## src/rtl/branch_pkg.sv

```systemverilog
// Shared types and constants for branch prediction tracking and resolution.
package branch_pkg;

    localparam int ADDR_W = 32;
    localparam logic [6:0] BRANCH_OPCODE = 7'b1100011;
    localparam logic [ADDR_W-1:0] PC_INC = 32'd4;

    typedef struct packed {
        logic [ADDR_W-1:0] branchAddr;
        logic [ADDR_W-1:0] targetAddr;
        logic              direction;
        logic              prediction;
    } branch_info_t;

    typedef enum logic {
        TRACK   = 1'b0,
        RECOVER = 1'b1
    } state_t;

endpackage

```

## src/rtl/branch_info_fifo.sv

```systemverilog
// Circular buffer of in-flight branch predictions, oldest entry at the head.
import branch_pkg::*;

module branch_info_fifo #(
    parameter int DEPTH = 4
) (
    input  logic                       clk,
    input  logic                       rst,
    input  logic                       push,
    input  logic                       pop,
    input  logic                       clear,
    input  branch_info_t               wr_data,
    output branch_info_t               head,
    output logic [$clog2(DEPTH):0]     count,
    output logic                       full,
    output logic                       empty
);

    localparam int PW = $clog2(DEPTH);

    branch_info_t   entry_reg [DEPTH];
    logic [PW-1:0]  head_reg;
    logic [PW-1:0]  tail_reg;
    logic [PW:0]    count_reg;
    logic           do_push;
    logic           do_pop;

    assign full    = (count_reg == (PW+1)'(DEPTH));
    assign empty   = (count_reg == '0);
    assign count   = count_reg;
    assign head    = entry_reg[head_reg];
    // A pop in the same cycle frees a slot, so a push into a full buffer is safe then.
    assign do_pop  = pop && !empty;
    assign do_push = push && (!full || do_pop);

    always_ff @(posedge clk) begin
        if (do_push && !clear) begin
            entry_reg[tail_reg] <= wr_data;
        end
    end

    always_ff @(posedge clk) begin
        if (rst || clear) begin
            head_reg  <= '0;
            tail_reg  <= '0;
            count_reg <= '0;
        end else begin
            if (do_push) tail_reg <= tail_reg + PW'(1);
            if (do_pop)  head_reg <= head_reg + PW'(1);
            case ({do_push, do_pop})
                2'b10:   count_reg <= count_reg + (PW+1)'(1);
                2'b01:   count_reg <= count_reg - (PW+1)'(1);
                default: count_reg <= count_reg;
            endcase
        end
    end

endmodule

```

## src/rtl/branch_resolve_ctrl.sv

```systemverilog
// Resolves in-order branch predictions against execute outcomes and drives
// flush, PC redirect and predictor counter updates.
import branch_pkg::*;

module branch_resolve_ctrl #(
    parameter int DATA_WIDTH = 32,
    parameter int DEPTH      = 4
) (
    input  logic                  clk,
    input  logic                  rst,
    input  logic                  pred_valid,
    input  logic                  pred_taken,
    input  logic                  pred_dir,
    input  logic [DATA_WIDTH-1:0] pred_pc,
    input  logic [DATA_WIDTH-1:0] pred_target,
    input  logic                  stallF,
    input  logic                  BranchE,
    input  logic                  ZeroE,
    output logic                  full,
    output logic                  flushBranch,
    output logic                  PCBPUSrc,
    output logic [DATA_WIDTH-1:0] redirect_pc,
    output logic                  upd_valid,
    output logic                  upd_dir,
    output logic                  upd_inc,
    output logic                  underflow_err
);

    localparam int PW = $clog2(DEPTH);

    state_t                state_reg, state_next;
    branch_info_t          head;
    branch_info_t          wr_data;
    logic [PW:0]           count;
    logic                  fifo_full, fifo_empty;
    logic                  resolve, mispredict, push;
    logic                  flush_reg, flush_next;
    logic                  pcsrc_reg, pcsrc_next;
    logic                  upd_valid_reg, upd_valid_next;
    logic                  upd_dir_reg, upd_dir_next;
    logic                  upd_inc_reg, upd_inc_next;
    logic                  underflow_reg, underflow_next;
    logic [DATA_WIDTH-1:0] redirect_reg, redirect_next;

    assign wr_data = '{branchAddr: ADDR_W'(pred_pc),
                       targetAddr: ADDR_W'(pred_target),
                       direction:  pred_dir,
                       prediction: pred_taken};

    branch_info_fifo #(.DEPTH(DEPTH)) u_fifo (
        .clk     (clk),
        .rst     (rst),
        .push    (push),
        .pop     (resolve),
        .clear   (mispredict),
        .wr_data (wr_data),
        .head    (head),
        .count   (count),
        .full    (fifo_full),
        .empty   (fifo_empty)
    );

    always_comb begin
        state_next     = state_reg;
        resolve        = 1'b0;
        mispredict     = 1'b0;
        push           = 1'b0;
        flush_next     = 1'b0;
        pcsrc_next     = 1'b0;
        upd_valid_next = 1'b0;
        upd_dir_next   = 1'b0;
        upd_inc_next   = 1'b0;
        underflow_next = underflow_reg;
        redirect_next  = redirect_reg;
        case (state_reg)
            TRACK: begin
                if (BranchE) begin
                    if (fifo_empty) begin
                        underflow_next = 1'b1;
                    end else begin
                        resolve        = 1'b1;
                        upd_valid_next = 1'b1;
                        upd_dir_next   = head.direction;
                        upd_inc_next   = (head.prediction == ZeroE);
                        if (head.prediction != ZeroE) begin
                            mispredict    = 1'b1;
                            flush_next    = 1'b1;
                            pcsrc_next    = 1'b1;
                            state_next    = RECOVER;
                            redirect_next = DATA_WIDTH'(ZeroE ? head.targetAddr
                                                              : head.branchAddr + PC_INC);
                        end
                    end
                end
                // Fetch alongside a mispredict is wrong-path and is discarded.
                push = pred_valid && !stallF && (!fifo_full || resolve) && !mispredict;
            end
            RECOVER: begin
                state_next = TRACK;
            end
            default: begin
                state_next = TRACK;
            end
        endcase
    end

    always_ff @(posedge clk) begin
        if (rst) begin
            state_reg     <= TRACK;
            flush_reg     <= 1'b0;
            pcsrc_reg     <= 1'b0;
            upd_valid_reg <= 1'b0;
            upd_dir_reg   <= 1'b0;
            upd_inc_reg   <= 1'b0;
            underflow_reg <= 1'b0;
            redirect_reg  <= '0;
        end else begin
            state_reg     <= state_next;
            flush_reg     <= flush_next;
            pcsrc_reg     <= pcsrc_next;
            upd_valid_reg <= upd_valid_next;
            upd_dir_reg   <= upd_dir_next;
            upd_inc_reg   <= upd_inc_next;
            underflow_reg <= underflow_next;
            redirect_reg  <= redirect_next;
        end
    end

    assign full          = fifo_full;
    assign flushBranch   = flush_reg;
    assign PCBPUSrc      = pcsrc_reg;
    assign redirect_pc   = redirect_reg;
    assign upd_valid     = upd_valid_reg;
    assign upd_dir       = upd_dir_reg;
    assign upd_inc       = upd_inc_reg;
    assign underflow_err = underflow_reg;

endmodule

```

## config.mk

```make
export PLATFORM = sky130hd
export DESIGN_NAME = branch_resolve_ctrl
export DESIGN_NICKNAME = d
export VERILOG_FILES = /design/src/rtl/branch_pkg.sv /design/src/rtl/branch_info_fifo.sv /design/src/rtl/branch_resolve_ctrl.sv
export SDC_FILE = /design/constraint.sdc
export NUM_CORES = 1
export LEC_CHECK = 0
export BUFFER_PORTS_ARGS = -buffer_cell sky130_fd_sc_hd__buf_2
export CORE_MARGIN = 8
export CORE_UTILIZATION = 39
export CTS_CLUSTER_SIZE = 10
export DETAILED_ROUTE_END_ITERATION = 6
export PLACE_DENSITY = 0.56
export SLEW_MARGIN = 20
export SYNTH_ARGS = -nofsm -noshare
export SYNTH_HDL_FRONTEND = slang
export SYNTH_SLANG_ARGS = --single-unit
```

## constraint.sdc

```tcl
create_clock -name clk -period 4.65 [get_ports clk]
set_input_delay 0.2325 -clock clk [delete_from_list [all_inputs] [get_ports clk]]
set_output_delay 0.2325 -clock clk [all_outputs]
set_load 0.02 [all_outputs]
```

### Yosys cells after proc, flatten, opt, wreduce, memory -nomap -nowiden

Memory sizes are Yosys's and may differ from the RTL's. A register that Yosys moved wholly into a read port is not among the register bits.
Index checks and enable logic that the tools add are counted.

* $add $sub $neg: 5
* reduce and logical (&&, ||, !) cells: 20
* multiplexer cells: 17
* equal/unequal tests: 5
* bitwise logic cells: 3

Operators with widths (number)
* 32-bit by 3-bit adder with 32-bit output (second input constant): 1
* 32-bit 2-to-1 mux: 1
* 1-bit 2-to-1 mux: 12
* 1-bit logical AND: 6
* 3-bit case mux with 2 select lines: 1
* 1-bit logical NOT: 5
* 2-bit by 1-bit adder with 2-bit output (second input constant): 2
* 2-bit 2-to-1 mux: 2
* 4-bit AND reduction: 1
* 4-bit OR reduction: 1
* 3-bit by 1-bit adder with 3-bit output (second input constant): 1
* 3-bit == test (second input constant): 1
* 3-bit logical NOT: 1
* 1-bit logical OR: 3
* 1-bit NOT: 3
* 3-bit AND reduction: 1
* 3-bit by 1-bit subtractor with 3-bit output (second input constant): 1
* 2-bit by 1-bit == test with 1-bit output (second input constant): 1
* 2-bit == test (second input constant): 1
* 1-bit case mux with 2 select lines: 1
* 2-bit nonzero test: 1
* 2-bit OR reduction: 1
* 1-bit == test: 1
* 1-bit inequality test: 1

* output and inout bits: 39
* bits in registers: 45
* word-level logic and storage cells: 61
* memory bits (writable): 264
* memories: 1
* input port bits: 72

Memories
* u_fifo.entry_reg: depth 4, width 66, read ports 1, clocked after memory_dff 1, write ports 1, RTL line branch_info_fifo.sv:21 `branch_info_t entry_reg [DEPTH];`

### Depth between registers and ports, before layout

* depth after elaboration: 12
* mapped depth: 15
* gate-level depth less buffers: 12

### By module

A second synthesis with hierarchy kept.

* cells, all modules: 681
* area total of the unflattened synthesis: 12248.0 µm²

Modules (own cells, without submodules)
* branch_info_fifo: cells each 411, sequential area each 8107.8 µm², times used 1, area an instance 10064.7 µm²
* branch_resolve_ctrl: cells each 270, sequential area each 760.7 µm², times used 1, area an instance 2183.3 µm²

### Least setup slack after synthesis

OpenSTA, ideal clock, no wires.

* path type: register to register
* from: register (tool-made name)
* to: memory u_fifo.entry_reg[1][0] (netlist bit) (enable)
* slack: 838 ps
* required time: 4219 ps
* buffers on the path: 3
* arrival time: 3381 ps
* period minus slack after synthesis: 3812 ps
* stages on the path, launching flop included: 9
* library setup time: 431 ps
* cell sequence: dfxtp_1 -> buf_6 -> buf_12 -> mux4_2 -> xnor2_2 -> a22oi_1 -> and3_1 -> clkbuf_1 -> and2_1

RTL lines (RTL line)
* end, declared: branch_info_fifo.sv:21

==> flow_summary.toml <==
[status]
status = "complete, no violations"

[synth]
async_flop_share = 0
ys_top_cells_by_count = "264 x edfxtp_1, 63 x mux4_2, 47 x dfxtp_1"
synth_area_per_cell_um2 = 18.77
syn_nets = 731
synth_area_leaders = "edfxtp_1 65%, mux4_2 12%, dfxtp_1 7.7%"
synth_top_flop_cell = "edfxtp_1"
synth_largest_area_cell = "edfxtp_1"
synth_cell_type_count = 55
ys_ff_latch = 311
postSynthCellCount = 652
ys_warn_count = 0
syn_area_um2 = 12240
yosysMostFrequentCell = "edfxtp_1"
yosysSeqAreaShare = 0.7247
synth_top_area_frac = 0.6479
synth_edf_count = 264

[routing]
viasPerCell = 5.149
final_antenna_net_count = 0
wire_per_inst_um = 21.39
drc = 0
wl_um = 27230
via_count = 6555
drt_iter0_drc = 395
drt_pass1_iterations = 4

[clock_network]
htree_levels = 2
clk_latency_ps = 500
cts_buffer_depth = 3
cts.sinks = 311
root_buffer = "clkbuf_16"
ctsResizeCount = 0
cts_inserted_buffers = 37
cts.clk_slew.worst_paths_ps = 60
cts_tree = "built"
post-cts-setup-buffers = 0

[worst_setup_path]
cp_max_fo = 29
worstSetupEndpointType = "flop"
cp.arrival_ps = 3370
critPathKind = "flop to flop"
cp-start-kind = "flop"
crit_required_ps = 5060

[timing]
clock_skew_ps = 15.73
period_minus_slack_ps = 2957
drv_slew = 0
post-route-period-util = 0.6359
hold-worst-slack_ps = 28.67
worst_pin_slew_ps = 943.5
slew_headroom = 0.3662
max_clock_freq_mhz = 338.2
rsz0062_at_grt = "false"
setup_violations = 0
fin_ws_ps = 1693
hold_viol = 0
setup_tns_ps = 0

[final_layout]
diodes = 0
largest_reg_flops = 264
synthToLayoutAreaGrowth_pct = 21.93
drive_gt1_frac = 0.2905
nets = 926

[power_and_ir_drop]
cellPowerDensity_nw_per_um2 = 494.5
vdd_drop_max_mv = 0.2752
leakage_uw = 0.004991

[global_route]
grt_use_met3 = 0.02860
antenna_found_initial = 0
grt_pass1_wl_um = 41630
grt.overflow.total = 0
grt_max_degree = 67
grt_use_met1 = 0.1937
grt_util_met2 = 0.2456
grt_pass1_vias = 7068
top_usage_layer = "met2"
gr-usage-all-layers = 0.1489

[die]
initial_utilization = 0.3918
io_pins = 111
placementRows = 65
core_um2 = 31230
die_w_um = 193.1
dieArea_um2 = 37300
die_h_um = 193.1

[placed_design]
portBuffers = 110
place.gp.congestion = 0.7650
dp_hpwl_um = 18170
dp_slack_ps = 1592

[hold_path]
min-delay-start = "pred_taken"
hold_path.class = "input port to flop"

[run]
maxCapViolCount = 0
==> cells in the final DEF, fill, tap and decap left out, types with 12 or more instances in the layout <==
cell type	count
inv_1	12
mux4_2	63
buf_2	110
and3_1	12
a21oi_1	12
nor2_1	28
edfxtp_1	264
a22oi_1	14
o21ai_0	15
xnor2_1	24
nand2_1	24
dfxtp_1	45
clkbuf_16	39
dlygate4sd3_1	66
clkbuf_1	21
==> power by group <==
group	leakage, uW	internal (uW)	switching (uW)
logic	0.00170	647	849
registers	0.00278	3240	82.6
clock network	0.000515	1540	1020
==> logic make-up (layout without fill, tap and decap cells) <==
logic type / Yosys count / in the layout / synth area share
buffers and inverters: 44 / 263 / 0.02229
AND/OR/NAND/NOR: 118 / 118 / 0.05859
flip-flops: 311 / 311 / 0.7247
AO/OA/AOI/OAI: 69 / 69 / 0.03671
XOR/XNOR: 33 / 33 / 0.02423
adder cells (fa/ha/maj): 7 / 7 / 0.007771
multiplexers: 70 / 70 / 0.1257
==> stage by stage <==
step | total power, uW | area [um2] | instances | utilization
2_1_floorplan | 4468 | 12240 | 652 | -
3_3_place_gp | 4830 | 13190 | 1144 | 0.4223
3_5_place_dp | 4865 | 13190 | 1144 | 0.4223
4_1_cts | 7469 | 14920 | 1273 | 0.4778
5_1_grt | 7692 | 14920 | 1273 | 0.4778
6_report | 7379 | 14920 | 1273 | 0.4778
==> routing by layer <==
layer  up-vias  wire length (um)  share of wire
met5         -                 0              0
met4         0               862          0.032
met3        60              1264          0.046
met2       156             13310           0.49
met1      3356             11790           0.43
li1       2983                 -              -
==> layout make-up <==
type,count,area [um2]
fillers,2663,16310
flip-flops and latches,311,8874
multi-input cells,297,3100
repair buffers,188,1326
clock buffers,60,1055
well taps,402,503.0
inverters,12,45.04
clock inverters,3,17.52
==> final timing paths <==
path / to / slack, ps / cells after the start
min: u_fifo.entry_reg[1][0] / 30 / 1
max reg2reg: redirect_pc[22] / 1690 / 9
min reg2reg: redirect_pc[5] / 460 / 2
max: redirect_pc[22] / 1690 / 9
==> timing repair <==
action | CTS | global route
hold buffers | 66 | 0
endpoints found under the hold margin | 261 | 0
endpoints found under the setup margin | 0 | 0
==> worst max-delay path: stages (launching register included) <==
cell and delay (ps):
dfxtp_4 360, buf_4 460, mux4_2 430, ha_1 270
nand2_1 110, o22ai_4 270, nand3_4 220, nor4b_4 300
xnor2_1 170, a211oi_2 260
Note: power is estimated with default switching activity, not from simulation.
